--- config.mk ---
export PLATFORM = sky130hd
export DESIGN_NAME = pipelined_barrel_shifter
export DESIGN_NICKNAME = d
export VERILOG_FILES = /design/src/rtl/pipelined_barrel_shifter.sv
export SDC_FILE = /design/constraint.sdc
export NUM_CORES = 1
export LEC_CHECK = 0
export CORE_MARGIN = 3
export CORE_UTILIZATION = 51
export CTS_BUF_LIST = sky130_fd_sc_hd__clkbuf_8
export DETAILED_ROUTE_END_ITERATION = 12
export HOLD_SLACK_MARGIN = 0.15
export PLACE_DENSITY = 0.78
export SLEW_MARGIN = 10
export SYNTH_ARGS = -nofsm -noshare
export SYNTH_HDL_FRONTEND = slang
export SYNTH_SLANG_ARGS = --single-unit
--- constraint.sdc ---
create_clock -name clk -period 1.56 [get_ports clk]
set_input_delay 0.312 -clock clk [delete_from_list [all_inputs] [get_ports clk]]
set_output_delay 0.312 -clock clk [all_outputs]
set_load 0.01 [all_outputs]
--- src/rtl/pipelined_barrel_shifter.sv ---
// pipelined_barrel_shifter
//   Shifts a WIDTH-bit operand left or right in logical, arithmetic or rotate
//   mode. Shifting is split into SHW = log2(WIDTH) registered stages; stage k
//   shifts by 2^k when bit k of the op's shift amount is set. The last stage
//   is the output register. One op per clock, with full backpressure.
//
// Ports
//   clk        rising-edge clock
//   rst_n      asynchronous active-low reset
//   in_valid   operation offered
//   in_ready   operation can be accepted this cycle (depends only on the output side)
//   in_data    operand
//   in_shamt   shift amount, 0..WIDTH-1
//   in_dir     0 = left, 1 = right
//   in_mode    00 logical, 01 arithmetic, 10 rotate, 11 treated as logical
//   out_valid  result valid
//   out_ready  downstream accepts the result
//   out_data   shifted result
//   out_zero   out_data == 0, meaningful while out_valid is high
module pipelined_barrel_shifter #(
  parameter  int WIDTH = 8,
  localparam int SHW   = $clog2(WIDTH)
) (
  input  logic             clk,
  input  logic             rst_n,
  input  logic             in_valid,
  output logic             in_ready,
  input  logic [WIDTH-1:0] in_data,
  input  logic [SHW-1:0]   in_shamt,
  input  logic             in_dir,
  input  logic [1:0]       in_mode,
  output logic             out_valid,
  input  logic             out_ready,
  output logic [WIDTH-1:0] out_data,
  output logic             out_zero
);

  localparam logic [1:0] MODE_ARITH  = 2'b01;
  localparam logic [1:0] MODE_ROTATE = 2'b10;

  // Per-stage registers; index SHW-1 is the output register.
  logic             r_valid [SHW];
  logic [WIDTH-1:0] r_data  [SHW];
  logic [SHW-1:0]   r_shamt [SHW];
  logic             r_dir   [SHW];
  logic [1:0]       r_mode  [SHW];
  logic             r_sign  [SHW];
  logic             r_zero;

  // Inputs of each stage: stage 0 sees the port, stage k sees stage k-1.
  logic             w_src_valid [SHW];
  logic [WIDTH-1:0] w_src_data  [SHW];
  logic [SHW-1:0]   w_src_shamt [SHW];
  logic             w_src_dir   [SHW];
  logic [1:0]       w_src_mode  [SHW];
  logic             w_src_sign  [SHW];
  logic [WIDTH-1:0] w_shifted   [SHW];

  logic w_advance;
  logic w_unused;

  // The whole pipe moves as one; a stalled output freezes every stage, so
  // bubbles are never collapsed and in_ready never depends on in_valid.
  assign w_advance = !r_valid[SHW-1] || out_ready;
  assign in_ready  = w_advance;

  assign out_valid = r_valid[SHW-1];
  assign out_data  = r_data[SHW-1];
  assign out_zero  = r_zero;

  // Control fields carried by the output register are not consumed further.
  assign w_unused = ^{r_shamt[SHW-1], r_dir[SHW-1], r_mode[SHW-1], r_sign[SHW-1]};

  always_comb begin
    w_src_valid[0] = in_valid;
    w_src_data[0]  = in_data;
    w_src_shamt[0] = in_shamt;
    w_src_dir[0]   = in_dir;
    w_src_mode[0]  = in_mode;
    // Arithmetic fill must come from the original operand, so capture it here.
    w_src_sign[0]  = in_data[WIDTH-1];
    for (int k = 1; k < SHW; k++) begin
      w_src_valid[k] = r_valid[k-1];
      w_src_data[k]  = r_data[k-1];
      w_src_shamt[k] = r_shamt[k-1];
      w_src_dir[k]   = r_dir[k-1];
      w_src_mode[k]  = r_mode[k-1];
      w_src_sign[k]  = r_sign[k-1];
    end
  end

  always_comb begin
    for (int k = 0; k < SHW; k++) begin
      w_shifted[k] = w_src_data[k];
      if (w_src_shamt[k][k]) begin
        if (!w_src_dir[k]) begin
          // Arithmetic left is the same as logical left.
          if (w_src_mode[k] == MODE_ROTATE)
            w_shifted[k] = (w_src_data[k] << (1 << k)) | (w_src_data[k] >> (WIDTH - (1 << k)));
          else
            w_shifted[k] = w_src_data[k] << (1 << k);
        end else begin
          case (w_src_mode[k])
            MODE_ARITH:
              w_shifted[k] = (w_src_data[k] >> (1 << k)) |
                             ({WIDTH{w_src_sign[k]}} << (WIDTH - (1 << k)));
            MODE_ROTATE:
              w_shifted[k] = (w_src_data[k] >> (1 << k)) | (w_src_data[k] << (WIDTH - (1 << k)));
            default:
              w_shifted[k] = w_src_data[k] >> (1 << k);
          endcase
        end
      end
    end
  end

  always_ff @(posedge clk or negedge rst_n) begin
    if (!rst_n) begin
      for (int k = 0; k < SHW; k++) begin
        r_valid[k] <= 1'b0;
        r_data[k]  <= '0;
        r_shamt[k] <= '0;
        r_dir[k]   <= 1'b0;
        r_mode[k]  <= 2'b00;
        r_sign[k]  <= 1'b0;
      end
      r_zero <= 1'b0;
    end else if (w_advance) begin
      for (int k = 0; k < SHW; k++) begin
        r_valid[k] <= w_src_valid[k];
        r_data[k]  <= w_shifted[k];
        r_shamt[k] <= w_src_shamt[k];
        r_dir[k]   <= w_src_dir[k];
        r_mode[k]  <= w_src_mode[k];
        r_sign[k]  <= w_src_sign[k];
      end
      r_zero <= w_src_valid[SHW-1] && (w_shifted[SHW-1] == '0);
    end
  end

endmodule

* Yosys cells after proc, flatten, opt, wreduce, memory -nomap -nowiden
Cells that the tools add are included.
** Storage, ports and cells
- Register bits after elaboration :: 42
- Input bits :: 18
- Output and inout port bits :: 11
** Cells by class
- Equality and inequality tests :: 6
- Muxes and demuxes :: 12
- Bitwise logic cells :: 8
- Reduce and logical (&&, ||, !) cells :: 4
** Operators with widths (count)
- 8-bit two-way mux :: 9
- 8-bit one-hot mux with 2 select lines :: 3
- 4-bit by 8-bit OR with 8-bit output :: 2
- 6-bit by 8-bit OR with 8-bit output :: 2
- 7-bit by 8-bit OR with 8-bit output :: 2
- 8-bit logical NOT :: 1
- 8-bit by 1-bit OR with 8-bit output :: 1
- 8-bit by 2-bit OR with 8-bit output :: 1
- 2-bit by 1-bit equality test with 1-bit output (second input constant) :: 3
- 2-bit equality test (second input constant) :: 3
- 1-bit logical AND :: 1
- 1-bit logical NOT :: 1
- 1-bit logical OR :: 1

* Depth between registers and ports, before layout
- Word-level depth :: 6
- Gate-level depth with buffers :: 6
- Mapped depth without buffers :: 6

* Worst setup path before layout
OpenSTA, ideal clock, no wires.
- Path type :: flip-flop to flip-flop
- From :: reg r_mode[2] in the netlist's numbering
- To :: reg r_zero, in the netlist out_zero
- Arrival :: 1.434 ns
- Data required time :: 1.465 ns
- Path slack :: 0.031 ns
- Stages on the path, launching flop included :: 7
- Path buffers :: 0
- Clock period less this slack :: 1.529 ns
- Cells stage by stage :: dfrtp_1 -> inv_1 -> ha_1 -> o211a_1 -> nor4_2 -> o311ai_1 -> o31ai_1
** On the way
- Word-level cells in the longest chain between the ends :: 6
- Elaborated cells on any way between the ends :: 8
** Ends and longest elaborated chain
- start: declaration :: line 46 : logic [1:0] r_mode [SHW];
- start signal: indexed assignment :: line 134 : r_mode[k] <= w_src_mode[k];
- 2-bit equality test or 2-bit by 1-bit equality test with 1-bit output (tied branches) :: line 98, 103
- 8-bit one-hot mux with 2 select lines or 8-bit two-way mux (tied branches) :: line 103, 98
- 8-bit two-way mux * :: line 96 : if (!w_src_dir[k]) begin
- 8-bit two-way mux * :: line 95 : if (w_src_shamt[k][k]) begin
- 8-bit logical NOT * :: line 137 : r_zero <= w_src_valid[SHW-1] && (w_shifted[SHW-1] == '0);
- 1-bit logical AND * :: line 137
- end signal: assignment :: line 137
- end: declaration :: line 48 : logic r_zero;
Mark *: on every way between the ends. The rest lies on a longest branch, timed or not.
A chain may end at the register's enable or synchronous reset.

* Worst setup path after layout
- From :: reg r_mode[3] in the netlist's numbering
- To :: reg r_data (netlist bit out_data[7])
** On the way
- Word-level cells in the longest chain between the ends :: 4
- Elaborated cells on any way between the ends :: 6
** Ends and longest elaborated chain
- 2-bit equality test or 2-bit by 1-bit equality test with 1-bit output (tied branches) :: line 98, 103
- 8-bit one-hot mux with 2 select lines or 8-bit two-way mux (tied branches) :: line 103, 98
- 8-bit two-way mux * :: line 96
- 8-bit two-way mux * :: line 95
- end signal: indexed assignment :: line 131 : r_data[k] <= w_shifted[k];
- end: declaration :: line 43 : logic [WIDTH-1:0] r_data [SHW];
Marks and branches as above.

==> summary.md <==
| Metric | Value |
|---|---|
| Top Family by Delay on Critical Path | compound AO/OA/AOI/OAI gates |
| Depth of the CTS H-tree | 2 |
| Die Wd | approximately 71 um |
| Worst-path fanout max | 3 |
| Total GRT Usage | 0.189 |
| Synth top area share | 0.451 |
| Normalized max-slew margin | 0.670 |
| First-pass GRT wire length | between 7000 and 8000 um |
| Max-Cap Viols | 0 |
| Cell variety after synth | 32 |
| Final WS setup | -0.0998 ns |
| Least-Margin Pin Slew | 0.496 ns |
| CTS tree | built |
| Crit-path max cell delay | 0.42 ns |
| Top_reg_cell synth | dfrtp_1 |
| Final ANT Viol Nets | 0 |
| CTS clk-pin slew, worst paths | around 0.070 ns |
| Final worst path period share | 1.06 |
| Fillers | 354 |
| Via density | roughly 5.3 |
| Failing checks | setup timing |
| DIE HEIGHT | around 71 um |
| Number of DRC markers in iteration 0 | roughly 110 |
| Share of cells above drive strength 1 | 0.131 |
| Final Hold Fails | 0 |
| Final Util | 0.668 |
| Root Buffer Master | clkbuf_8 |
| Gpl congestion | slightly below 0.8 |
| R2r worst-path depth | 5 |
| WL/cell | ~13 um |
| Number of I/O port buffers | 28 |
| Post-DP HPWL | roughly 3100 um |
| Register area share after synthesis | 0.451 |
| Outcome | finished, violations left |
| Worst setup SP type | register |
| Cell count after synthesis | approximately 260 |
| Routed WL | 4530 um |
| Most frequent cell after synthesis | nand2_1 |
| CP endpoint kind | register |
| Hold Path Class | reg2reg |
| DR vias | 1816 |
| Crit path to | out_data[7] |
| Power Dens Cells | 1650 nW/um^2 |
| Antenna diodes | 0 |
| Nets | 313 |
| Vias in the first global route | 1748 |
| Peak supply drop | 0.711 mV |
| Drt pass-1 iters | 4 |
| Mapped Area | between 2000 and 2500 um^2 |
| Top cells by area, synth | dfrtp_1, nand2_1, mux2i_1 |
| Core Rows | 23 |
| Synth Net Count | 280 |
| LEAKAGE | 1.23 nW |
| Number of synthesized flops with an enable pin | 0 |
| Finish-stage setup viols | 2 |
| DRC Markers | 0 |
| Critical Path AT | around 1.8 ns |
| FF-to-FF setup slack | -0.1 ns |
| Bufs on Longest Clock Path | 2 |
| Synthesized area per cell | 8.46 um^2 |
| Worst Path Required | 1.74 ns |
| Largest net degree at the start of global routing | 53 |
| Setup TNS | -0.145 ns |
| Die Area | roughly 5100 um^2 |
| Grt total ovfl | 0 |
| WS Path Type | reg2reg |
| Largest area contributor in the netlist | dfrtp_1 |
| Worst-path cell chain | ha_4, nor2b_1, o21ai_0, a31oi_4, mux2_2 |
| Clk Latency, worst-skew pair | 0.29 ns |
| Ports | 29 |
| Placed insts | 330 |
| Final Hold Slack | about 0.47 ns |
| Unrepaired setup endpoints after global routing | yes |
| Crit path launch | r_mode[3] |
| Worst path buffer plus inverter count | 0 |
| Worst r2r src | r_mode[3] |
| Peak Freq | about 600 MHz |
| Initial Util | 0.534 |
| Final non-filler cell total | 340 |
| Clock sink count | 39 |
| Logic depth of the worst path, buffers included | 5 |
| Area grow syn2layout | 25.1% |
| R2R Path End | out_data[7] |
| Antenna violations before repair | 0 |
| #FFs+latches synth | 39 |
| Async set-reset flop share out of synthesis | 1.00 |
| Most common library cells after synthesis | nand2_1, dfrtp_1, o21ai_1, o21ai_0, nor2_1 |
| Final Slew Violations | 0 |
| Clock Skews | roughly 0.0066 ns |
| Min Clock Period, post-route | approximately 1.7 ns |
| Synthesis Warnings | 0 |
| Core area | around 4100 um^2 |
| Slowest cell on crit path | dfrtp_1 |
| Cts bufs inserted | 5 |
[logic make-up (layout without fill, tap and decap cells)]
family / Yosys count / count (layout) / synth area share
and+or+nand+nor: 98 / 98 / 0.196
AOI/OAI and AO/OA: 68 / 68 / 0.191
DFF: 39 / 39 / 0.451
buffers and inverters: 34 / 68 / 0.0763
muxes: 11 / 11 / 0.0514
adders and majority gates: 6 / 6 / 0.0347
[registers in the layout, summed over array words and instances, names as in the netlist]
signal,cells
r_mode,4
out_valid,1
r_dir,2
r_data,16
out_zero,1
out_data,8
r_sign,2
r_valid,2
r_shamt,3
[per-stage QoR]
| step | power (W) | instance area (um^2) | setup WS [ns] |
|---|---|---|---|
| floorplan | 0.00290 | 2170 | 0.0310 |
| global placement | 0.00343 | 2540 | -0.185 |
| detailed placement | 0.00349 | 2540 | -0.202 |
| CTS | 0.00441 | 2690 | -0.0457 |
| global route | 0.00478 | 2710 | -0.116 |
| finish | 0.00446 | 2710 | -0.0998 |
[worst min path at each step]
stage | from | endpoint | slack (ns) | depth (start not counted)
2_1_floorplan | rst_n | out_data[0] | 0.02 | 0
3_3_place_gp | rst_n | out_data[3] | 0.39 | 2
3_5_place_dp | rst_n | out_data[3] | 0.39 | 2
4_1_cts | r_sign[1] | r_sign[1] | 0.47 | 2
5_1_grt | r_valid[2] | r_valid[1] | 0.49 | 2
6_report | r_sign[1] | r_sign[1] | 0.47 | 2
[area by class of cell]
| cell class | instances | area (um^2) | share of cell area |
|---|---|---|---|
| Multi-Input combinational cell | 183 | 1060 | 0.393 |
| Sequential cell | 39 | 976 | 0.360 |
| Timing Repair Buffer | 49 | 447 | 0.165 |
| Clock buffer | 6 | 82.6 | 0.0305 |
| Tap cell | 50 | 62.6 | 0.0231 |
| Inverter | 11 | 41.3 | 0.0152 |
| Clock inverter | 2 | 35.0 | 0.0129 |
[tightest hold or removal path, stage by stage, from the launching register on]
cell and delay, ns:
dfrtp_1 0.34, nand2_1 0.05, nand2_1 0.05
[cells in the final DEF (no fill, tap or decap), types with 4 or more instances in the layout]
cell and instances:
a31oi_1 6, buf_4 19, clkbuf_8 6, clkdlybuf4s50_1 26
dfrtp_1 39, ha_1 5, inv_1 8, mux2i_1 10
nand2_1 66, nand2b_1 4, nor2_1 11, nor2b_1 7
o211ai_1 5, o21ai_0 18, o21ai_1 20
[repair_timing]
| action | CTS | global route |
|---|---|---|
| endpoints found under the setup margin | 3 | 2 |
| hold buffers | 1 | 0 |
| buffers inserted | 0 | 1 |
| endpoints found under the hold margin | 39 | 0 |
| gates resized for setup | 4 | 3 |
| pin swaps | 3 | 2 |
[metal layers]
metal | GRT usage | vias up | wire, um
met1 | 0.211 | 850 | 1880
met4 | 0.0564 | 0 | 55
met5 | 0 | - | 0
met3 | 0.0426 | 5 | 156
met2 | 0.353 | 35 | 2430
li1 | - | 926 | -
[power by group]
| group | total (W) | switching (W) | internal [W] | leakage, nW |
|---|---|---|---|---|
| clock network | 0.000877 | 0.000359 | 0.000518 | 0.0612 |
| logic | 0.00180 | 0.000872 | 0.000930 | 0.701 |
| registers | 0.00178 | 0.000392 | 0.00139 | 0.468 |
Power figures use the tool's default switching activity.
